### config.mk
export PLATFORM = sky130hd
export DESIGN_NAME = hazard_scoreboard_flat
export DESIGN_NICKNAME = d
export VERILOG_FILES = /design/src/rtl/hazard_scoreboard_if.sv /design/src/rtl/hazard_scoreboard.sv /design/src/flat_wrapper.sv
export SDC_FILE = /design/constraint.sdc
export NUM_CORES = 1
export LEC_CHECK = 0
export ABC_AREA = 1
export CORE_ASPECT_RATIO = 1.5
export CORE_MARGIN = 8
export CORE_UTILIZATION = 33
export DETAILED_ROUTE_END_ITERATION = 16
export HOLD_SLACK_MARGIN = 0.1
export MAX_ROUTING_LAYER = met4
export PLACE_DENSITY = 0.88
export SYNTH_ARGS = -nofsm -noshare
export SYNTH_HDL_FRONTEND = slang
export SYNTH_SLANG_ARGS = --single-unit
export TNS_END_PERCENT = 20
### constraint.sdc
create_clock -name clk -period 3.35 [get_ports clk]
set_input_delay 0.8375 -clock clk [delete_from_list [all_inputs] [get_ports clk]]
set_output_delay 0.8375 -clock clk [all_outputs]
set_load 0.005 [all_outputs]
### src/rtl/hazard_scoreboard_if.sv
// ID-stage hazard query bus between the pipeline control and hazard_scoreboard.
// master = pipeline side driving the ID instruction, slave = the scoreboard.
interface hazard_scoreboard_if #(
    parameter int REG_BITS = 5,
    parameter int DATA_W   = 32,
    parameter int DEPTH    = 2
);
    logic                    id_valid;
    logic                    id_wreg;
    logic                    id_is_load;
    logic [REG_BITS-1:0]     id_dst;
    logic [REG_BITS-1:0]     id_rs;
    logic [REG_BITS-1:0]     id_rt;
    logic                    id_rd_rs;
    logic                    id_rd_rt;
    logic [DATA_W-1:0]       id_a;
    logic [DATA_W-1:0]       id_b;
    logic [DEPTH*DATA_W-1:0] stage_data;
    logic                    flush;
    logic                    stall;
    logic [DATA_W-1:0]       a_out;
    logic [DATA_W-1:0]       b_out;
    logic [15:0]             stall_cycles;

    modport master (
        output id_valid, id_wreg, id_is_load, id_dst, id_rs, id_rt,
               id_rd_rs, id_rd_rt, id_a, id_b, stage_data, flush,
        input  stall, a_out, b_out, stall_cycles
    );

    modport slave (
        input  id_valid, id_wreg, id_is_load, id_dst, id_rs, id_rt,
               id_rd_rs, id_rd_rt, id_a, id_b, stage_data, flush,
        output stall, a_out, b_out, stall_cycles
    );
endinterface

### src/rtl/hazard_scoreboard.sv
// Tracks in-flight register writers after ID and resolves RAW hazards by stalling.
// Define HAZARD_SCOREBOARD_FORWARD_EN to forward from stage_data and stall only on load-use.
module hazard_scoreboard #(
    parameter int REG_BITS = 5,
    parameter int DATA_W   = 32,
    parameter int DEPTH    = 2
) (
    input  logic                 clk,
    input  logic                 rst,
    hazard_scoreboard_if.slave   bus
);
    logic [DEPTH-1:0]    ent_valid;
    logic [DEPTH-1:0]    ent_load;
    logic [REG_BITS-1:0] ent_dst [DEPTH];
    logic [15:0]         stall_cnt;

    logic [DEPTH-1:0]    rs_hit;
    logic [DEPTH-1:0]    rt_hit;
    logic                raw_hazard;
    logic                stall;

    // Register 0 is hardwired, so a zero source can never hit an entry.
    always_comb begin
        rs_hit = '0;
        rt_hit = '0;
        for (int k = 0; k < DEPTH; k++) begin
            rs_hit[k] = bus.id_rd_rs && ent_valid[k] &&
                        (ent_dst[k] == bus.id_rs) && (bus.id_rs != '0);
            rt_hit[k] = bus.id_rd_rt && ent_valid[k] &&
                        (ent_dst[k] == bus.id_rt) && (bus.id_rt != '0);
        end
    end

`ifdef HAZARD_SCOREBOARD_FORWARD_EN
    logic [DATA_W-1:0] a_fwd;
    logic [DATA_W-1:0] b_fwd;

    // Walk from the oldest entry down so the youngest match wins.
    always_comb begin
        a_fwd = bus.id_a;
        b_fwd = bus.id_b;
        for (int k = DEPTH - 1; k >= 0; k--) begin
            if (rs_hit[k]) a_fwd = bus.stage_data[k*DATA_W +: DATA_W];
            if (rt_hit[k]) b_fwd = bus.stage_data[k*DATA_W +: DATA_W];
        end
    end

    assign raw_hazard = ent_load[0] && (rs_hit[0] || rt_hit[0]);
    assign bus.a_out  = a_fwd;
    assign bus.b_out  = b_fwd;
`else
    logic unused_fwd;

    assign unused_fwd = ^{bus.stage_data, ent_load};
    assign raw_hazard = |{rs_hit, rt_hit};
    assign bus.a_out  = bus.id_a;
    assign bus.b_out  = bus.id_b;
`endif

    assign stall            = bus.id_valid && !bus.flush && raw_hazard;
    assign bus.stall        = stall;
    assign bus.stall_cycles = stall_cnt;

    // A stalled or flushed ID instruction enters as a bubble.
    always_ff @(posedge clk) begin
        if (!rst) begin
            for (int k = 0; k < DEPTH; k++) begin
                ent_valid[k] <= 1'b0;
                ent_load[k]  <= 1'b0;
                ent_dst[k]   <= '0;
            end
            stall_cnt <= '0;
        end else begin
            ent_valid[0] <= bus.id_valid && bus.id_wreg && (bus.id_dst != '0) &&
                            !stall && !bus.flush;
            ent_dst[0]   <= bus.id_dst;
            ent_load[0]  <= bus.id_is_load;
            for (int k = 1; k < DEPTH; k++) begin
                ent_valid[k] <= ent_valid[k-1];
                ent_dst[k]   <= ent_dst[k-1];
                ent_load[k]  <= ent_load[k-1];
            end
            if (stall && (stall_cnt != 16'hFFFF)) stall_cnt <= stall_cnt + 16'd1;
        end
    end
endmodule

### src/flat_wrapper.sv
// flat-port wrapper written by rule: the top's interface ports become plain ports
module hazard_scoreboard_flat 
#(
    parameter int REG_BITS = 5,
    parameter int DATA_W   = 32,
    parameter int DEPTH    = 2
)
  (clk, rst, bus_id_valid, bus_id_wreg, bus_id_is_load, bus_id_dst, bus_id_rs, bus_id_rt, bus_id_rd_rs, bus_id_rd_rt, bus_id_a, bus_id_b, bus_stage_data, bus_flush, bus_stall, bus_a_out, bus_b_out, bus_stall_cycles);
  hazard_scoreboard_if #(.REG_BITS(REG_BITS), .DATA_W(DATA_W), .DEPTH(DEPTH)) bus_i ();
  input  logic clk;
  input  logic rst;
  input wire logic [$bits(bus_i.id_valid)-1:0] bus_id_valid;
  input wire logic [$bits(bus_i.id_wreg)-1:0] bus_id_wreg;
  input wire logic [$bits(bus_i.id_is_load)-1:0] bus_id_is_load;
  input wire logic [$bits(bus_i.id_dst)-1:0] bus_id_dst;
  input wire logic [$bits(bus_i.id_rs)-1:0] bus_id_rs;
  input wire logic [$bits(bus_i.id_rt)-1:0] bus_id_rt;
  input wire logic [$bits(bus_i.id_rd_rs)-1:0] bus_id_rd_rs;
  input wire logic [$bits(bus_i.id_rd_rt)-1:0] bus_id_rd_rt;
  input wire logic [$bits(bus_i.id_a)-1:0] bus_id_a;
  input wire logic [$bits(bus_i.id_b)-1:0] bus_id_b;
  input wire logic [$bits(bus_i.stage_data)-1:0] bus_stage_data;
  input wire logic [$bits(bus_i.flush)-1:0] bus_flush;
  output wire logic [$bits(bus_i.stall)-1:0] bus_stall;
  output wire logic [$bits(bus_i.a_out)-1:0] bus_a_out;
  output wire logic [$bits(bus_i.b_out)-1:0] bus_b_out;
  output wire logic [$bits(bus_i.stall_cycles)-1:0] bus_stall_cycles;
  assign bus_i.id_valid = bus_id_valid;
  assign bus_i.id_wreg = bus_id_wreg;
  assign bus_i.id_is_load = bus_id_is_load;
  assign bus_i.id_dst = bus_id_dst;
  assign bus_i.id_rs = bus_id_rs;
  assign bus_i.id_rt = bus_id_rt;
  assign bus_i.id_rd_rs = bus_id_rd_rs;
  assign bus_i.id_rd_rt = bus_id_rd_rt;
  assign bus_i.id_a = bus_id_a;
  assign bus_i.id_b = bus_id_b;
  assign bus_i.stage_data = bus_stage_data;
  assign bus_i.flush = bus_flush;
  assign bus_stall = bus_i.stall;
  assign bus_a_out = bus_i.a_out;
  assign bus_b_out = bus_i.b_out;
  assign bus_stall_cycles = bus_i.stall_cycles;
  hazard_scoreboard #(.REG_BITS(REG_BITS), .DATA_W(DATA_W), .DEPTH(DEPTH)) u_core (.clk(clk), .rst(rst), .bus(bus_i));
endmodule
==> results.toml <==
[power_and_ir_drop]
clkPwrFrac_pct = 32.8
peakVddDrop_v = 0.000222
pwr_density_cell_nw_per_um2 = 262
share_comb_of_total_power_pct = 14.0
p_seq_share_pct = 53.2
switching_share_pct = 24.9
switchingPower_uw = 161
power.leakage_nw = 1.29
p_int_uw = 486

[setup_path]
reg2reg_depth = 12
crit_type = "in2out"
path_cells = "clkdlybuf4s50_1, nand2_1, inv_1, nand2_1, nor2_1, nand3_1, nand2_1, nand2_2, a21boi_1, buf_4, dlygate4sd2_1"
r2r-end = "u_core.bus.stall_cycles[0]$_SDFFE_PN0P_"
rrSetupSlack_ns = 1.60
arrival_ns = 2.35
cp_num_buf_inv = 4
cp_top_family = "buffers and inverters"
crit_required_ns = 2.51
r2r-start = "u_core.ent_dst[0][3]$_SDFF_PN0_"
slowest_stage = "clkdlybuf4s50_1"
crit_top_cell = "nand2_1"
crit_fanout = 2
critPathMaxStageDelay_ns = 0.49
endpoint_kind = "output pin"
critPathLaunchType = "primary input"

[logic_synthesis]
synth_area_leaders = "dfxtp_1, buf_4, nand2_1, inv_1, nor2_1"
yosys.area.top_type = "dfxtp_1"
yosysSeqAreaShare_pct = 23.5
synth.top_cell.area_share_pct = 23.5
yosysWarnings = 0
syn_area_um2 = 2380
synth_nets = 551
syn_inst = 399
syn_avg_cell_area_um2 = 5.98
ys_ff_latch = 28
ys_types = 24

[min_path]
holdPathStages = 2
min_from = "u_core.ent_dst[0][0]$_SDFF_PN0_"
hold_end = "u_core.ent_dst[0][5]$_SDFF_PN0_"
hp-class = "reg2reg"

[sta]
tightestPinTransition_ns = 0.746
finalHoldViolCount = 0
fin_crit_ns = 3.19
fin_setup_tns_ns = 0
setup_violations = 0
report.final.slew_viol_count = 0
min_period_over_period_pct = 95.2
rsz0062_at_grt = "no"
layout_setup_ws_ns = 0.162
maxSlewHeadroom_pct = 50.1
fmax_ghz = 0.314
finalClockSkew_ns = 0.00418

[run]
max_cap_violations = 0

[clock_tree]
cts.htree.levels = 1
post_cts_buffers = 0
cts_hold_buf = 0
clk_latency_ns = 0.28
cts_max_path_buffers = 2
clkSlewWorstSetupHoldPaths_ns = 0.09
cts_root_buf = "clkbuf_8"
numCtsBuffers = 3
clock-sinks = 28
cts_resized = 12
cts_tree = "yes"

[floorplan]
fp.dieH_um = 120
rows = 38
initial_core_util_pct = 33.4
die_x_um = 85.4
die_area_um2 = 10300
ios = 232
core_area_um2 = 7130

[outcome]
outcome = "completed"

[finish]
final_core_util_pct = 34.6
area_delta_synth_final_pct = 3.62
fin_nets = 535
drive_gt1_share_pct = 8.90
fin_area_um2 = 2470
final_common_cell = "nand2_1"
final_cell_mix = "nand2_1, inv_1, nor2_1, dfxtp_1, clkdlybuf4s50_1"

[routing]
viasPerCell = 4.67
ant_nets = 0
drtIter0Drc = 61
drt_wl_total_um = 6260
wl_per_cell_um = 13.5
via_count = 2165
first_pass_iters = 4
drc = 0

[grt]
antenna_found_initial = 2
track_usage_pct = 12.5
grt_pass1_vias = 2188
grt_pass1_wl_um = 9960
grt_max_degree = 26
overflow = 0

[placed_design]
gp_congestion = 0.880
place_ws_ns = -0.262
postPlaceCellArea_um2 = 2420
io_buffers = 38
hpwl_um = 4970
worst max path at each step:
stage	start	end	slack, ns	depth (start not counted)
2_1_floorplan	bus_id_rs[1]	bus_stall	1.0	8
3_3_place_gp	bus_id_rs[1]	bus_stall	-0.25	11
6_report	bus_id_rd_rs	bus_stall	0.16	11
4_1_cts	bus_id_rd_rs	bus_stall	0.14	11
5_1_grt	bus_id_rd_rs	bus_stall	0.03	11
3_5_place_dp	bus_id_rs[1]	bus_stall	-0.26	11
Yosys cell counts:
cell,instances
a21boi_0,1
xnor2_1,1
nand2_4,1
nand3_2,6
nand4_2,1
inv_2,4
clkbuf_1,4
buf_4,66
nand4_1,13
nor4_1,1
o21ai_0,1
o21ai_1,1
inv_1,69
dfxtp_1,28
nand3_1,18
nor2_2,4
a211oi_1,1
xor2_1,2
ha_1,1
nor2_1,50
nand2_1,117
buf_12,1
nor3_1,6
nand2_2,2
final cells by class:
type	count	area, µm²
diodes	2	5.00
well taps	80	100
fillers	767	4660
inverters	73	274
clock buffers	4	55.1
multi-input cells	227	1020
flip-flops and latches	28	561
repair buffers	50	457
flip-flops by register name, summed over array words and instances, names as in the netlist:
register	cells
u_core.bus.stall_cycles	16
u_core.ent_valid	2
u_core.ent_dst	10
routing by layer:
metal | vias to the layer above | GRT usage [%] | wire (µm)
li1 | 1095 | - | -
met1 | 939 | 10.8 | 2250
met2 | 71 | 21.7 | 3040
met3 | 60 | 2.46 | 472
met4 | 0 | 12.1 | 495
met5 | - | - | 0
worst register-to-register path: stages (launching register included):
cell and delay (ns):
dfxtp_1 0.43, inv_2 0.06, nand2_1 0.05, nand2_1 0.05
nor2_1 0.11, nand3_1 0.09, nand2_1 0.08, nand2_2 0.08
nand2_4 0.25, nand3_2 0.20, nand2_1 0.10, nand2_1 0.06
nor2_1 0.13
logic make-up after synthesis:
group	count (synthesis)	synth area share, %
and+or+nand+nor	219	40.1
xor gates and xnor gates	3	1.10
adders and majority gates	1	0.525
DFF	28	23.5
buffers and inverters	144	33.7
AOI/OAI and AO/OA	4	1.05
through the flow:
step	hold WS [ns]	cells	power, mW
finish	0.448	464	0.647
global route	0.479	464	0.681
CTS	0.448	462	0.651
detailed placement	0.435	458	0.447
global placement	0.416	458	0.444
floorplan	0.407	399	0.457
power groups by stage:
stage                     registers (mW)  logic, mW  clock network (mW)
after CTS                          0.345     0.0907               0.216
after global placement             0.352     0.0924                   0
after floorplan                    0.351      0.107                   0
after detailed placement           0.352     0.0946                   0
after global routing               0.346      0.102               0.233
final                              0.345     0.0904               0.212
Note: power is estimated with default switching activity, not from simulation.
